[src/rtl/pe_pkg.sv]
// pe_pkg: definitions shared by the processing-element datapath.
//   MANT_W / SEL_W      : mantissa and shift-select widths of an input beat
//   SHIFT_MAX           : largest shift amount that is considered valid
//   SHIFT_OUT_W         : width of the barrel shifter output
//   beat_t              : one input beat {mant, sel, neg, last}
//   sat_add()           : signed add with clamping to a caller-chosen width
package pe_pkg;

    localparam int MANT_W      = 12;
    localparam int SEL_W       = 5;
    localparam int SHIFT_MAX   = 20;
    localparam int SHIFT_OUT_W = 32;

    typedef struct packed {
        logic [MANT_W-1:0] mant;
        logic [SEL_W-1:0]  sel;
        logic              neg;
        logic              last;
    } beat_t;

    typedef struct packed {
        logic        sat;
        logic [63:0] val;
    } sat_res_t;

    // Operands arrive sign-extended to 64 bits; w (2..64) is the real
    // signed width. The sum is formed at 65 bits so it can never wrap,
    // then clamped to the w-bit signed range. val is sign-extended.
    function automatic sat_res_t sat_add(input logic signed [63:0] a,
                                         input logic signed [63:0] b,
                                         input int unsigned        w);
        logic signed [64:0] sum;
        logic signed [63:0] hi;
        logic signed [63:0] lo;
        sat_res_t           r;
        sum   = 65'(a) + 65'(b);
        hi    = (64'sd1 <<< (w - 1)) - 64'sd1;
        lo    = -(64'sd1 <<< (w - 1));
        r.sat = 1'b0;
        r.val = sum[63:0];
        if (sum > 65'(hi)) begin
            r.sat = 1'b1;
            r.val = hi;
        end else if (sum < 65'(lo)) begin
            r.sat = 1'b1;
            r.val = lo;
        end
        return r;
    endfunction

endpackage

[src/rtl/barrel_shifter.sv]
// barrel_shifter: left-shifts an unsigned mantissa into a wider word.
//   din  : unsigned mantissa (MANT_W bits)
//   sel  : shift amount (SEL_W bits)
//   dout : din << sel, zero-filled (SHIFT_OUT_W bits)
module barrel_shifter
    import pe_pkg::*;
(
    input  logic [MANT_W-1:0]      din,
    input  logic [SEL_W-1:0]       sel,
    output logic [SHIFT_OUT_W-1:0] dout
);

    // One mux level per select bit.
    always_comb begin
        dout = SHIFT_OUT_W'(din);
        for (int i = 0; i < SEL_W; i++) begin
            if (sel[i]) dout = dout << (1 << i);
        end
    end

endmodule

[src/rtl/shift_acc_stage.sv]
// shift_acc_stage: registers shifted-mantissa beats and accumulates the
// signed terms of a vector into a saturating accumulator; one result per
// vector is emitted on the last beat.
//   clk, rst                 : rising-edge clock, synchronous active-high reset
//   in_valid/in_ready        : input beat handshake
//   in_mant/in_sel/in_neg    : mantissa, shift amount, subtract flag
//   in_last                  : final beat of the vector
//   out_valid/out_ready      : result handshake
//   out_data                 : signed accumulated result (ACC_W)
//   out_count                : beats in the vector (saturating, CNT_W)
//   out_sat                  : clamping happened somewhere in the vector
//   out_sel_err              : some beat had a shift amount above SHIFT_MAX
//
// Handshakes: a transfer happens on a rising edge where valid and ready are
// both 1. A producer holding valid keeps its payload stable until the
// transfer; out_* fields stay stable while out_valid=1 and out_ready=0.
module shift_acc_stage
    import pe_pkg::*;
#(
    parameter int ACC_W = 40,
    parameter int CNT_W = 16
) (
    input  logic                    clk,
    input  logic                    rst,
    input  logic                    in_valid,
    output logic                    in_ready,
    input  logic [MANT_W-1:0]       in_mant,
    input  logic [SEL_W-1:0]        in_sel,
    input  logic                    in_neg,
    input  logic                    in_last,
    output logic                    out_valid,
    input  logic                    out_ready,
    output logic signed [ACC_W-1:0] out_data,
    output logic [CNT_W-1:0]        out_count,
    output logic                    out_sat,
    output logic                    out_sel_err
);

    beat_t                    s1;
    beat_t                    in_beat;
    logic                     s1_valid;
    logic signed [ACC_W-1:0]  acc;
    logic [CNT_W-1:0]         count;
    logic                     sat_sticky;
    logic                     sel_err_sticky;

    logic [SHIFT_OUT_W-1:0]   shifted;
    logic [ACC_W-1:0]         term_mag;
    logic signed [ACC_W-1:0]  term;
    logic                     sel_bad;
    sat_res_t                 sum_res;
    logic signed [ACC_W-1:0]  sum_clamped;
    logic [CNT_W-1:0]         count_inc;
    logic                     hold;
    logic                     consume;

    assign in_beat = '{mant: in_mant, sel: in_sel, neg: in_neg, last: in_last};

    barrel_shifter u_shifter (
        .din  (s1.mant),
        .sel  (s1.sel),
        .dout (shifted)
    );

    // A finished vector in s1 cannot retire while the previous result
    // is still waiting downstream; that stall is the only backpressure.
    assign hold     = s1_valid && s1.last && out_valid && !out_ready;
    assign in_ready = !hold;
    assign consume  = s1_valid && !hold;

    always_comb begin
        sel_bad  = s1.sel > SEL_W'(SHIFT_MAX);
        term_mag = {{(ACC_W - SHIFT_OUT_W){1'b0}}, shifted};
        term     = '0;
        if (!sel_bad) term = s1.neg ? -term_mag : term_mag;
        sum_res     = sat_add(64'(acc), 64'(term), ACC_W);
        sum_clamped = sum_res.val[ACC_W-1:0];
        count_inc   = (count == '1) ? count : count + 1'b1;
    end

    // Upper bits of the clamped sum are only sign extension.
    if (ACC_W < 64) begin : g_sum_hi
        logic unused_sum_hi;
        assign unused_sum_hi = ^sum_res.val[63:ACC_W];
    end

    always_ff @(posedge clk) begin
        if (rst) begin
            s1             <= '0;
            s1_valid       <= 1'b0;
            acc            <= '0;
            count          <= '0;
            sat_sticky     <= 1'b0;
            sel_err_sticky <= 1'b0;
            out_valid      <= 1'b0;
            out_data       <= '0;
            out_count      <= '0;
            out_sat        <= 1'b0;
            out_sel_err    <= 1'b0;
        end else begin
            if (in_valid && in_ready) begin
                s1       <= in_beat;
                s1_valid <= 1'b1;
            end else if (consume) begin
                s1_valid <= 1'b0;
            end

            if (out_valid && out_ready) out_valid <= 1'b0;

            if (consume) begin
                if (s1.last) begin
                    // Overrides the drop above when transfer and load coincide.
                    out_valid      <= 1'b1;
                    out_data       <= sum_clamped;
                    out_count      <= count_inc;
                    out_sat        <= sat_sticky | sum_res.sat;
                    out_sel_err    <= sel_err_sticky | sel_bad;
                    acc            <= '0;
                    count          <= '0;
                    sat_sticky     <= 1'b0;
                    sel_err_sticky <= 1'b0;
                end else begin
                    acc            <= sum_clamped;
                    count          <= count_inc;
                    sat_sticky     <= sat_sticky | sum_res.sat;
                    sel_err_sticky <= sel_err_sticky | sel_bad;
                end
            end
        end
    end

endmodule

[config.mk]
export PLATFORM = sky130hd
export DESIGN_NAME = shift_acc_stage
export DESIGN_NICKNAME = d
export VERILOG_FILES = /design/src/rtl/pe_pkg.sv /design/src/rtl/barrel_shifter.sv /design/src/rtl/shift_acc_stage.sv
export SDC_FILE = /design/constraint.sdc
export NUM_CORES = 1
export LEC_CHECK = 0
export CORE_ASPECT_RATIO = 1.75
export CORE_MARGIN = 2
export CORE_UTILIZATION = 59
export DETAILED_ROUTE_END_ITERATION = 8
export PLACE_DENSITY = 0.81
export SETUP_SLACK_MARGIN = 0.4
export SYNTH_ARGS = -nofsm -noshare
export SYNTH_HDL_FRONTEND = slang
export SYNTH_SLANG_ARGS = --single-unit
[constraint.sdc]
create_clock -name clk -period 6.5 [get_ports clk]
set_input_delay 0.975 -clock clk [delete_from_list [all_inputs] [get_ports clk]]
set_output_delay 0.975 -clock clk [all_outputs]
set_load 0.05 [all_outputs]
---- Yosys cells after proc, flatten, opt, wreduce, memory -nomap -nowiden ----
Cells that the tools add are included.
operators by class
  $add $sub $neg .......................... 3
  order comparisons ....................... 3
  equality and inequality tests ........... 1
  mux-type cells .......................... 19
  bitwise logic cells ..................... 2
  reduce and logical (&&, ||, !) cells .... 10
operators by type and width
  operator                                                          number
  2-to-1 mux 65 bit                                                 2
  2-to-1 mux 32 bit                                                 4
  2-to-1 mux 40 bit                                                 3
  adder 40 x 40 -> 41 bit                                           1
  greater-than comparator 41 x 40 -> 1 bit (second input constant)  1
  < comparator 41 x 40 -> 1 bit (second input constant)             1
  negation 32 -> 40 bit                                             1
  2-to-1 mux 16 bit                                                 2
  adder 16 x 1 -> 16 bit (second input constant)                    1
  == test 16 bit (second input constant)                            1
  2-to-1 mux 13 bit                                                 1
  2-to-1 mux 1 bit                                                  7
  logical AND 1 bit                                                 6
  greater-than comparator 5 bit (second input constant)             1
  zero test 1 bit                                                   2
  bitwise OR 1 bit                                                  2
  AND reduction 2 bit                                               1
  nonzero test 2 bit                                                1
word-level totals
  flip-flop bits (word level) ............. 137
  input port bits ......................... 23
  output and inout bits ................... 60
  word-level logic and storage cells ...... 52

---- Depth between registers and ports, before layout ----
  depth in word-level cells ............... 14
  depth in mapped cells ................... 30
  gate-level depth less buffers ........... 22

---- Hierarchy ----
From an unflattened synthesis, not the netlist that was laid out.
second synthesis, totals
  cells, all modules ...................... 1250
  area total of the unflattened synthesis .. 9575.4 µm²
modules (own cells, without submodules)
  module           times used  cells an instance  area each (µm²)  sequential area each (µm²)
  shift_acc_stage  1           1122               8552.0           2742.6
  barrel_shifter   1           128                1023.5           0.0

---- Least setup slack after synthesis ----
No wires, ideal clock.
  path type ............................... register -> register
  start point ............................. register s1[3] in the netlist's numbering
  end point ............................... register acc[26]
  library setup time ...................... 0.137 ns
  arrival ................................. 5.359 ns
  data required time ...................... 6.363 ns
  setup slack ............................. 1.005 ns
  stages on the path, launching flop included .. 29
  buffers on the path ..................... 6
  period minus slack after synthesis ...... 5.495 ns
  cells stage by stage .................... dfxtp_1 buf_6 buf_6 buf_6 clkbuf_1 or3b_2 nor3_1 inv_1 ha_1 inv_1 a31oi_1 o311ai_0 nor4_4 nand2b_2 o21ai_0 xnor2_1 nor2_1 ha_1 and3_1 a221o_1 o221a_2 nor3_1 a21bo_2 clkbuf_1 a31oi_2 a311oi_1 clkbuf_1 a2111oi_0 o21ai_0
on the way
  longest elaborated chain between the ends .. 12
  elaborated cells between the ends (all ways) .. 14
  classes of those cells .................. add/sub (2); order compare (3); mux (9)
RTL lines
  what                             RTL line                text
  start, declared                  shift_acc_stage.sv:39   beat_t s1;
  start signal, assigned           shift_acc_stage.sv:102  s1 <= in_beat;
  2-to-1 mux 32 bit (4 in series)  barrel_shifter.sv:17    if (sel[i]) dout = dout << (1 << i);
  negation 32 -> 40 bit            shift_acc_stage.sv:75   if (!sel_bad) term = s1.neg ? -term_mag : term_mag;
  2-to-1 mux 40 bit                shift_acc_stage.sv:75
  2-to-1 mux 40 bit *              shift_acc_stage.sv:75
  adder 40 x 40 -> 41 bit *        pe_pkg.sv:36            sum = 65'(a) + 65'(b);
  < comparator 41 x 40 -> 1 bit    pe_pkg.sv:44            end else if (sum < 65'(lo)) begin
  2-to-1 mux 65 bit                pe_pkg.sv:44
  2-to-1 mux 65 bit *              pe_pkg.sv:41            if (sum > 65'(hi)) begin
  2-to-1 mux 40 bit *              shift_acc_stage.sv:111  if (s1.last) begin
  end signal, assigned             shift_acc_stage.sv:123  acc <= sum_clamped;
  end, declared                    shift_acc_stage.sv:42   logic signed [ACC_W-1:0] acc;
Every way passes the cells marked *; elsewhere a longest branch is shown, timed or not.
A chain may end at the register's enable or synchronous reset.

---- Worst setup path after layout ----
  start point ............................. register s1[3] in the netlist's numbering
  end point ............................... register out_data[22]
on the way
  longest elaborated chain between the ends .. 11
  elaborated cells between the ends (all ways) .. 13
  classes of those cells .................. add/sub (2); order compare (3); mux (8)
RTL lines
  what                             RTL line                text
  2-to-1 mux 32 bit (4 in series)  barrel_shifter.sv:17
  negation 32 -> 40 bit            shift_acc_stage.sv:75
  2-to-1 mux 40 bit                shift_acc_stage.sv:75
  2-to-1 mux 40 bit *              shift_acc_stage.sv:75
  adder 40 x 40 -> 41 bit *        pe_pkg.sv:36
  < comparator 41 x 40 -> 1 bit    pe_pkg.sv:44
  2-to-1 mux 65 bit                pe_pkg.sv:44
  2-to-1 mux 65 bit *              pe_pkg.sv:41
  end signal, assigned             shift_acc_stage.sv:114  out_data <= sum_clamped;
  end, declared                    shift_acc_stage.sv:33   output logic signed [ACC_W-1:0] out_data,
Marked as above.

==> flow_metrics.env <==
export IMPL_min_delay_path_depth=2
export IMPL_slew_headroom_pct=39.0
export IMPL_vias=9684
export IMPL_grt_overflow=0
export IMPL_clkSlewWorstSetupHoldPaths_ps=60
export IMPL_yosysSeqAreaShare_pct=28.0
export IMPL_min_path_type="register to register"
export IMPL_viasPerCell=6.27
export IMPL_cts_root_buf="clkbuf_16"
export IMPL_rsz0062_at_grt="no"
export IMPL_routedWlPerCell_um=18.5
export IMPL_grt_use_total_pct=32.9
export IMPL_cts_tree="done"
export IMPL_peakVddDrop_uv=279
export IMPL_r2r_end="out_data[22]"
export IMPL_syn_avg_cell_area_sq_um=7.62
export IMPL_syn_inst=1283
export IMPL_min_from="out_data[29]"
export IMPL_nets=1405
export IMPL_cp_end_kind="register"
export IMPL_cts_made_buffers=17
export IMPL_antenna_found_initial=0
export IMPL_route_detailed_drc=0
export IMPL_worst_pin_slew_ps=906
export IMPL_synth_warnings=0
export IMPL_rows=62
export IMPL_grt_pass1_wl_um=46300
export IMPL_htreeDepth=4
export IMPL_worst_r2r_setup_slack_ps=650
export IMPL_ff2ff_path_depth=19
export IMPL_num_antenna_cells=0
export IMPL_gp_congestion=1.03
export IMPL_drv_cap=0
export IMPL_numClockSinks=137
export IMPL_clock_skew_ps=7.42
export IMPL_cp_required_ps=6840
export IMPL_most_common_layout_cells="nand2_1 (182), nor2_1 (133), dfxtp_1 (131), o21ai_0 (107), a21oi_1 (92)"
export IMPL_dieArea_sq_mm=0.0177
export IMPL_port_buffers=82
export IMPL_first_iter_violations=418
export IMPL_grt_pass1_vias=9408
export IMPL_slew_viol_final=0
export IMPL_period_share_pct=90.0
export IMPL_cp_slowest_cell="mux4_2"
export IMPL_chipWidth_um=101
export IMPL_clockBufferDepth=2
export IMPL_drt_first_pass_iters=6
export IMPL_holdWs_ps=448
export IMPL_cp_max_fo=18
export IMPL_reg2reg_from="s1[3]"
export IMPL_max_stage_delay_ps=510
export IMPL_netlist_area_sq_mm=0.00978
export IMPL_syn2layout_area_growth_pct=17.6
export IMPL_synth_edf_count=0
export IMPL_period_needed_ps=5850
export IMPL_path_class="register to register"
export IMPL_start_kind="register"
export IMPL_setup_tns_ps=0
export IMPL_synth_cell_types=83
export IMPL_yosys_most_used_dff="dfxtp_1"
export IMPL_syn_nets=1349
export IMPL_ios=83
export IMPL_clock_latency_ps=440
export IMPL_critPathArrivalTime_ps=6190
export IMPL_layout_commonest_cell="nand2_1"
export IMPL_min_to="out_data[29]"
export IMPL_status="completed"
export IMPL_path_cells="mux2_1 > mux4_2 > mux2_4 > o31a_1 > nor3_2 > buf_4 > nand4_2 > and3_1 > nor3_1 > ha_1 > nand2_1 > o21ai_0 > a41oi_1 > or3_1 > and2_1 > a31o_2 > buf_12 > maj3_1 > a211oi_1"
export IMPL_ys_seq_elements=137
export IMPL_async_reset_ff_share_pct=0
export IMPL_core_area_sq_mm=0.0163
export IMPL_p_leak_nw=4.48
export IMPL_ant_nets=0
export IMPL_dp_hpwl_um=21500
export IMPL_setup_viol=0
export IMPL_power_density_mw_per_mm2=220
export IMPL_finalHoldViolCount=0
export IMPL_wirelength_um=28500
export IMPL_start_util_pct=60.0
export IMPL_die_y_um=174
export IMPL_final_layout_size_suffix_gt1_share_pct=10.4
export IMPL_max_freq_mhz=171
export IMPL_grt_max_degree=78
logic make-up (layout without fill, tap and decap cells):
| family | count (synthesis) | in the layout | share of synthesized area, % |
|---|---|---|---|
| compound gates | 377 | 377 | 24.4 |
| xor+xnor | 61 | 61 | 5.46 |
| fa+ha+maj | 59 | 59 | 7.21 |
| buf+inv | 108 | 177 | 4.50 |
| flops | 137 | 137 | 28.0 |
| mux | 52 | 52 | 7.20 |
| simple gates | 489 | 489 | 23.2 |
registers in the layout, indices dropped and copies added, names as in the netlist:
signal and cells:
s1_valid 1, count 16, out_count 16, sel_err_sticky 1, acc 40, out_valid 1, s1 19, sat_sticky 1
out_sat 1, out_data 40, out_sel_err 1
synth_stat cells (4+ instances only):
library cell	instances	area share, %
dfxtp_1	137	28
nand2_1	182	7.0
o21bai_1	7	0.54
nand4_1	14	0.90
xor2_1	21	1.9
a22o_1	5	0.45
a211o_1	6	0.54
nand3_1	16	0.82
and2_1	7	0.45
a31o_2	6	0.54
o21a_1	5	0.38
clkbuf_1	71	2.7
inv_1	26	1.0
and3_1	11	0.70
mux2i_1	28	2.9
o221ai_1	4	0.36
o211ai_1	5	0.38
xnor2_1	40	3.6
buf_2	4	0.20
or3_1	13	0.83
mux4_2	12	2.8
maj3_1	16	1.6
a21o_1	26	2.0
a32oi_1	4	0.36
o22ai_1	7	0.45
a211oi_1	29	2.2
o21ai_1	4	0.20
nor2b_1	33	2.1
nor2_1	137	5.3
mux2_2	7	0.81
a22oi_1	13	1.0
nand2b_1	11	0.70
ha_1	42	5.4
or2_2	8	0.51
nor3_1	34	1.7
a31oi_1	16	1.0
a21oi_1	92	4.7
o31ai_1	7	0.54
o21ai_0	109	5.6
nor3b_1	5	0.38
power by group:
group | leakage [nW] | total (mW) | internal, mW | switching [mW]
logic | 3.10 | 0.669 | 0.261 | 0.408
registers | 1.11 | 0.909 | 0.873 | 0.0365
clock network | 0.270 | 0.952 | 0.533 | 0.419
total | 4.48 | 2.53 | 1.67 | 0.863
per-stage QoR:
step                      worst slack (ps)  utilization [%]  std cells  cell area, sq um  total power [mW]
after floorplan                       1000                -       1283              9780              1.38
after global placement               -37.1             66.4       1511             10800              1.56
after detailed placement             -81.5             66.4       1511             10800              1.57
after CTS                              431             70.1       1543             11400              2.51
after global routing                   361             70.6       1544             11500              2.64
final                                  653             70.6       1544             11500              2.53
cell type report:
cell class                      count  area (sq um)
Multi-Input combinational cell   1038          6720
Fill cell                        1369          4780
Sequential cell                   137          2760
Timing Repair Buffer              119          1130
Clock buffer                       17           425
Tap cell                          192           240
Clock inverter                     15           141
Inverter                           26          97.6
per-layer routing:
metal | GRT usage (%) | routed length, um | vias up | part of all wire, %
met2 | 59.0 | 15200 | 293 | 53
li1 | - | - | 4722 | -
met4 | 20.9 | 1740 | 0 | 6.1
met5 | 0 | 0 | - | 0
met1 | 34.5 | 10500 | 4555 | 37
met3 | 5.55 | 1070 | 114 | 3.8
worst max-delay path: cells and delay by family, from the launching register on:
kind,cells,cell delay (ps)
buffers and inverters,2,320
flip-flops,1,460
AO/OA/AOI/OAI,5,1480
multiplexers,3,1190
adder cells (fa/ha/maj),2,680
AND/OR/NAND/NOR,7,1600
worst max path at each step:
stage	from	end	slack [ps]	depth (start not counted)
after CTS	s1[5]	out_data[22]	430	20
after floorplan	s1[3]	acc[26]	1000	28
after global placement	s1[2]	out_data[38]	-40	21
after detailed placement	s1[3]	acc[26]	-80	21
after global routing	s1[2]	out_data[26]	360	24
final	s1[3]	out_data[22]	650	19
timing repair:
item                       in CTS  in global routing
hold endpoints to repair        0                  0
setup buffers                   0                  1
pin swaps                       0                  5
hold buffers                    0                  0
gates resized for setup         8                 22
setup endpoints to repair      80                 80
(Power assumes the default switching activity.)
==> variant 1, RTL diff (config.mk and constraints unchanged) <==
Register the output `out_count` once more, cleared by the reset; this adds one clock of latency there. The other outputs are not delayed to match.
--- a/src/rtl/shift_acc_stage.sv
+++ b/src/rtl/shift_acc_stage.sv
@@ -35,6 +35,8 @@
     output logic                    out_sat,
     output logic                    out_sel_err
 );
+
+    logic [CNT_W-1:0] out_count_s0;
 
     beat_t                    s1;
     beat_t                    in_beat;
@@ -94,7 +96,7 @@
             sel_err_sticky <= 1'b0;
             out_valid      <= 1'b0;
             out_data       <= '0;
-            out_count      <= '0;
+            out_count_s0   <= '0;
             out_sat        <= 1'b0;
             out_sel_err    <= 1'b0;
         end else begin
@@ -112,7 +114,7 @@
                     // Overrides the drop above when transfer and load coincide.
                     out_valid      <= 1'b1;
                     out_data       <= sum_clamped;
-                    out_count      <= count_inc;
+                    out_count_s0   <= count_inc;
                     out_sat        <= sat_sticky | sum_res.sat;
                     out_sel_err    <= sel_err_sticky | sel_bad;
                     acc            <= '0;
@@ -129,5 +131,13 @@
         end
     end
 
+    always_ff @(posedge clk) begin
+        if (rst) begin
+            out_count <= '0;
+        end else begin
+            out_count <= out_count_s0;
+        end
+    end
+
 endmodule
 
Formal check against the unedited RTL: not equivalent (Yosys sat finds a counterexample within 4 cycles, from zero or initial values and one cycle with rst high).
==> variant 1 against the unedited design <==
- area after synthesis up 2.1%
- power up 4.4%
- cell area up 3.0%
- worst setup slack worse by 0.11 ns
- global-route usage up 2.3 points
- wire length up 9.6%
- sequential cell count up 16
- cell count up 3.5%
- critical path type unchanged
- largest power group is now sequential cells
- highest routed layer unchanged
==> variant 1: results (changes against the unedited design) <==
pwr:
  p_sw_frac: 0.338  # -0.00302
  p_int_mw: 1.75  # +4.9%
  p_leak_nw: 4.58  # +2.1%
  peakVddDrop_mv: 0.228  # -18%
  p_seq_mw: 1.01  # +11%
  combPwrFrac: 0.247  # -0.017
critical_path:
  crit_fanout: 12  # -6
  cpLargestDelayFamily: "compound AO/OA/AOI/OAI gates"
  max_stage_delay_ns: 0.58  # +0.07 ns
  r2r-end: "out_data[2]$_SDFFE_PP0P_"
  crit_slowest_cell: "o22ai_1"
placement:
  dpl_cell_area_sq_mm: 0.0110  # +2.0%
  dp_hpwl_um: 23300  # +8.4%
  routabilityCongestion: 1.09  # +5.5%
  preCtsSetupSlack_ns: -0.503  # -0.422 ns
  dpl.cell_count: 1562  # +3.4%
layout:
  final_layout_size_suffix_gt1_frac: 0.107  # +0.00293
  multi_input_comb_cells: 1039  # +0.096%
  clkCellAreaFrac: 0.0479  # -0.00132
  multi_input_area_sq_mm: 0.00668  # -0.60%
  fin_util: 0.706  # about the same
  nFillCells: 1417  # +3.5%
  final_area_sq_mm: 0.0118  # +3.0%
  inv_count: 24  # -7.7%
  signal_buffers: 124  # +4.2%
  clkbuf_count: 18  # +1
  area_share_nonclk_buffers: 0.0978  # -0.000413
  regArea_sq_mm: 0.00307  # +11%
drt:
  wirelength_um: 31300  # +9.6%
  wl_met1_um: 11300  # +7.3%
  wl_met2_um: 16600  # +9.0%
  dr.first_iter.drc_count: 586  # +40%
  drt_first_pass_iters: 5  # -1
  vias: 10072  # +4.0%
  met3_length_um: 1110  # +3.4%
  viasPerCell: 6.30  # +0.49%
global_route:
  use_met1: 0.355  # +0.0107
  grt_pass1_vias: 9548  # +1.5%
  grt_pass1_wl_um: 48900  # +5.7%
  grt_max_degree: 81  # +3.8%
  grt_use_met2: 0.633  # +0.0435
  met3_usage: 0.0641  # +0.00864
  grt_usage: 0.352  # +0.0229
min_path:
  whs_endpoint: "out_data[38]$_SDFFE_PP0P_"
clock_network:
  cts.repair.resized: 12  # +4
synthesis:
  synth_adder_area_share: 0.0556  # -0.0165
  synth_xor_xnor_area_share: 0.0500  # -0.00465
  ys_ff_latch: 153  # +12%
  ys_seq_area_frac: 0.307  # +0.0262
  synthMuxAreaShare: 0.0611  # -0.0109
  syn_nets: 1361  # +0.89%
  synth_compound_area_frac: 0.258  # +0.0142
  netlist_top_cells_area: "dfxtp_1 31%, nand2_1 7.2%, o21ai_0 6.4%, nor2_1 5.3%, a21oi_1 5.3%"
  synth_common_cells: "191 x nand2_1, 153 x dfxtp_1, 142 x nor2_1"
  ys_types: 80  # -3.6%
  avgSynthCellArea_sq_um: 7.71  # +1.2%
sta:
  finalClockSkew_ns: 0.0105  # +0.00307 ns
  worst_pin_slew_ns: 0.874  # -0.0313 ns
  hold_slack_ns: 0.450  # +0.00107 ns
outcome:
  status: "finished clean"
[variant 1: worst max path at each step]
stage | cells past startpoint | start | to | slack (ns)
floorplan | 23 | s1[2]$_SDFFE_PP0P_ | out_sat$_SDFFE_PP0P_ | 0.87
global placement | 21 | s1[3]$_SDFFE_PP0P_ | acc[33]$_SDFFE_PP0P_ | -0.45
detailed placement | 22 | s1[3]$_SDFFE_PP0P_ | out_data[23]$_SDFFE_PP0P_ | -0.50
CTS | 20 | s1[4]$_SDFFE_PP0P_ | out_data[2]$_SDFFE_PP0P_ | 0.41
global route | 21 | s1[3]$_SDFFE_PP0P_ | out_data[35]$_SDFFE_PP0P_ | 0.41
finish | 19 | s1[3]$_SDFFE_PP0P_ | out_data[2]$_SDFFE_PP0P_ | 0.54
[variant 1: tightest hold or removal path: cells and delay by family, from the launching register on]
family	cells	cell delay, ns
flops	1	0.32
simple gates	1	0.04
compound gates	1	0.05
==> variant 2, RTL diff (same flow settings) <==
Without the edit above. The package constant `SHIFT_MAX` goes from 20 to 10.
--- a/src/rtl/pe_pkg.sv
+++ b/src/rtl/pe_pkg.sv
@@ -8,7 +8,7 @@
 
     localparam int MANT_W      = 12;
     localparam int SEL_W       = 5;
-    localparam int SHIFT_MAX   = 20;
+    localparam int SHIFT_MAX   = 10;
     localparam int SHIFT_OUT_W = 32;
 
     typedef struct packed {
Function: changed (a bounded check fails within 4 cycles, from zero or initial values and one cycle with rst high).
==> variant 2 against the unedited design <==
- power fell by 3.6%
- wire length fell by 5.8%
- area after synthesis fell by 8.1%
- largest cell class unchanged
- sequential power fell by 0.9%
- critical path type unchanged
- sequential cell count did not move
- cell area fell by 7.5%
- worst setup slack got worse by 0.035 ns
==> variant 2: results (changes against the unedited design) <==
outcome:
  status: "finished clean"
synthesis:
  synth_xor_xnor_area_share: 0.0565  # +0.00191
  synth_adder_area_share: 0.0607  # -0.0114
  ys_seq_area_frac: 0.305  # +0.0248
  synth_common_cells: "186 x nand2_1, 148 x nor2_1, 137 x dfxtp_1"
  yosys_warnings: 0  # unchanged
  synth_compound_area_frac: 0.262  # +0.0177
  netlist_top_cells_area: "dfxtp_1 31%, nand2_1 7.8%, o21ai_0 6.7%, a21oi_1 6.4%, nor2_1 6.2%"
  synthMuxAreaShare: 0.0408  # -0.0312
  ys_types: 75  # -9.6%
  avgSynthCellArea_sq_um: 7.41  # -2.8%
  synthArstFlopShare: 0  # unchanged
global_route:
  antenna_found_initial: 0  # unchanged
  grt_max_degree: 67  # -14%
  grt_pass1_vias: 9312  # -1.0%
  use_met1: 0.330  # -0.0147
  grt_use_met2: 0.601  # +0.0112
  grt_pass1_wl_um: 44200  # -4.5%
  met3_usage: 0.0530  # -0.00248
  grt_usage: 0.330  # +0.000669
layout:
  reg_top3: "acc (40), out_data (40), s1 (19)"
  final_cell_count_no_fill: 1468  # -4.9%
  nFillCells: 1250  # -8.7%
  finalNetCount: 1338  # -4.8%
  final_layout_size_suffix_gt1_frac: 0.0778  # -0.0265
drt:
  highest_layer: "met4"
  wl_met2_um: 13800  # -9.2%
  drt_first_pass_iters: 5  # -1
  dr.first_iter.drc_count: 458  # +9.6%
  viasPerCell: 6.31  # +0.59%
  met3_length_um: 1430  # +33%
  wl_met1_um: 9590  # -8.6%
  wl_per_cell_um: 18.3  # -0.88%
critical_path:
  max_stage_delay_ns: 0.67  # +0.16 ns
  cpLargestDelayFamily: "compound AO/OA/AOI/OAI gates"
  cp.arrival_ns: 6.22  # +0.03 ns
  crit_slowest_cell: "mux4_1"
  crit_fanout: 27  # +9
placement:
  routabilityCongestion: 0.962  # -6.8%
  dpl.cell_count: 1436  # -5.0%
  dp_hpwl_um: 19700  # -8.4%
sta:
  slew_headroom: 0.422  # +0.0323
  finalClockSkew_ns: 0.0137  # +0.00632 ns
pwr:
  peakVddDrop_mv: 0.186  # -34%
  p_leak_nw: 4.19  # -6.5%
clock_network:
  cts_buffers: 17  # unchanged
  worstSkewPairLatency_ns: 0.43
  clk_pin_slew_ns: 0.07
  htree_levels: 4  # unchanged
## variant 2: changes by cell type after synthesis, sizes merged, moves of 13 or more
| cell | delta |
|---|---|
| mux2i | -13 |
| o21ai | +16 |
| maj3 | -16 |
| clkbuf | -19 |
| a21oi | +23 |
| nor2b | -24 |
## variant 2: layout make-up
cell class	count	area share
Multi-Input combinational cell	980	0.554
Sequential cell	137	0.258
Timing Repair Buffer	109	0.0980
Clock buffer	17	0.0400
Tap cell	183	0.0215
Clock inverter	15	0.0182
Inverter	27	0.00987
## variant 2: power breakdown
group / internal [mW] / total (mW) / switching [mW]
combinational: 0.190 / 0.535 / 0.345
clock: 0.525 / 1.00 / 0.478
sequential: 0.870 / 0.901 / 0.0316
total: 1.58 / 2.44 / 0.854
## variant 2: what timing repair did
| item | 4_1_cts | 5_1_grt |
|---|---|---|
| setup endpoints to repair | 74 | 66 |
| endpoints found under the hold margin | 0 | 0 |
| pin swaps | 0 | 2 |
| buffers inserted | 0 | 0 |
| hold buffers | 0 | 0 |
| gates resized for setup | 3 | 10 |
## variant 2: path summary, 6_finish.rpt
kind	to	depth (start not counted)	slack [ns]	startpoint
max reg2reg	out_data[24]$_SDFFE_PP0P_	20	0.62	s1[2]$_SDFFE_PP0P_
max	out_data[24]$_SDFFE_PP0P_	20	0.62	s1[2]$_SDFFE_PP0P_
min reg2reg	out_data[21]$_SDFFE_PP0P_	2	0.45	out_data[21]$_SDFFE_PP0P_
min	out_data[21]$_SDFFE_PP0P_	2	0.45	out_data[21]$_SDFFE_PP0P_
## variant 2: through the flow
stage	area [sq um]	setup WS [ns]
after floorplan	8990	1.44
after global placement	9970	0.294
after detailed placement	9970	0.173
after CTS	10600	0.485
after global routing	10600	0.400
final	10600	0.618
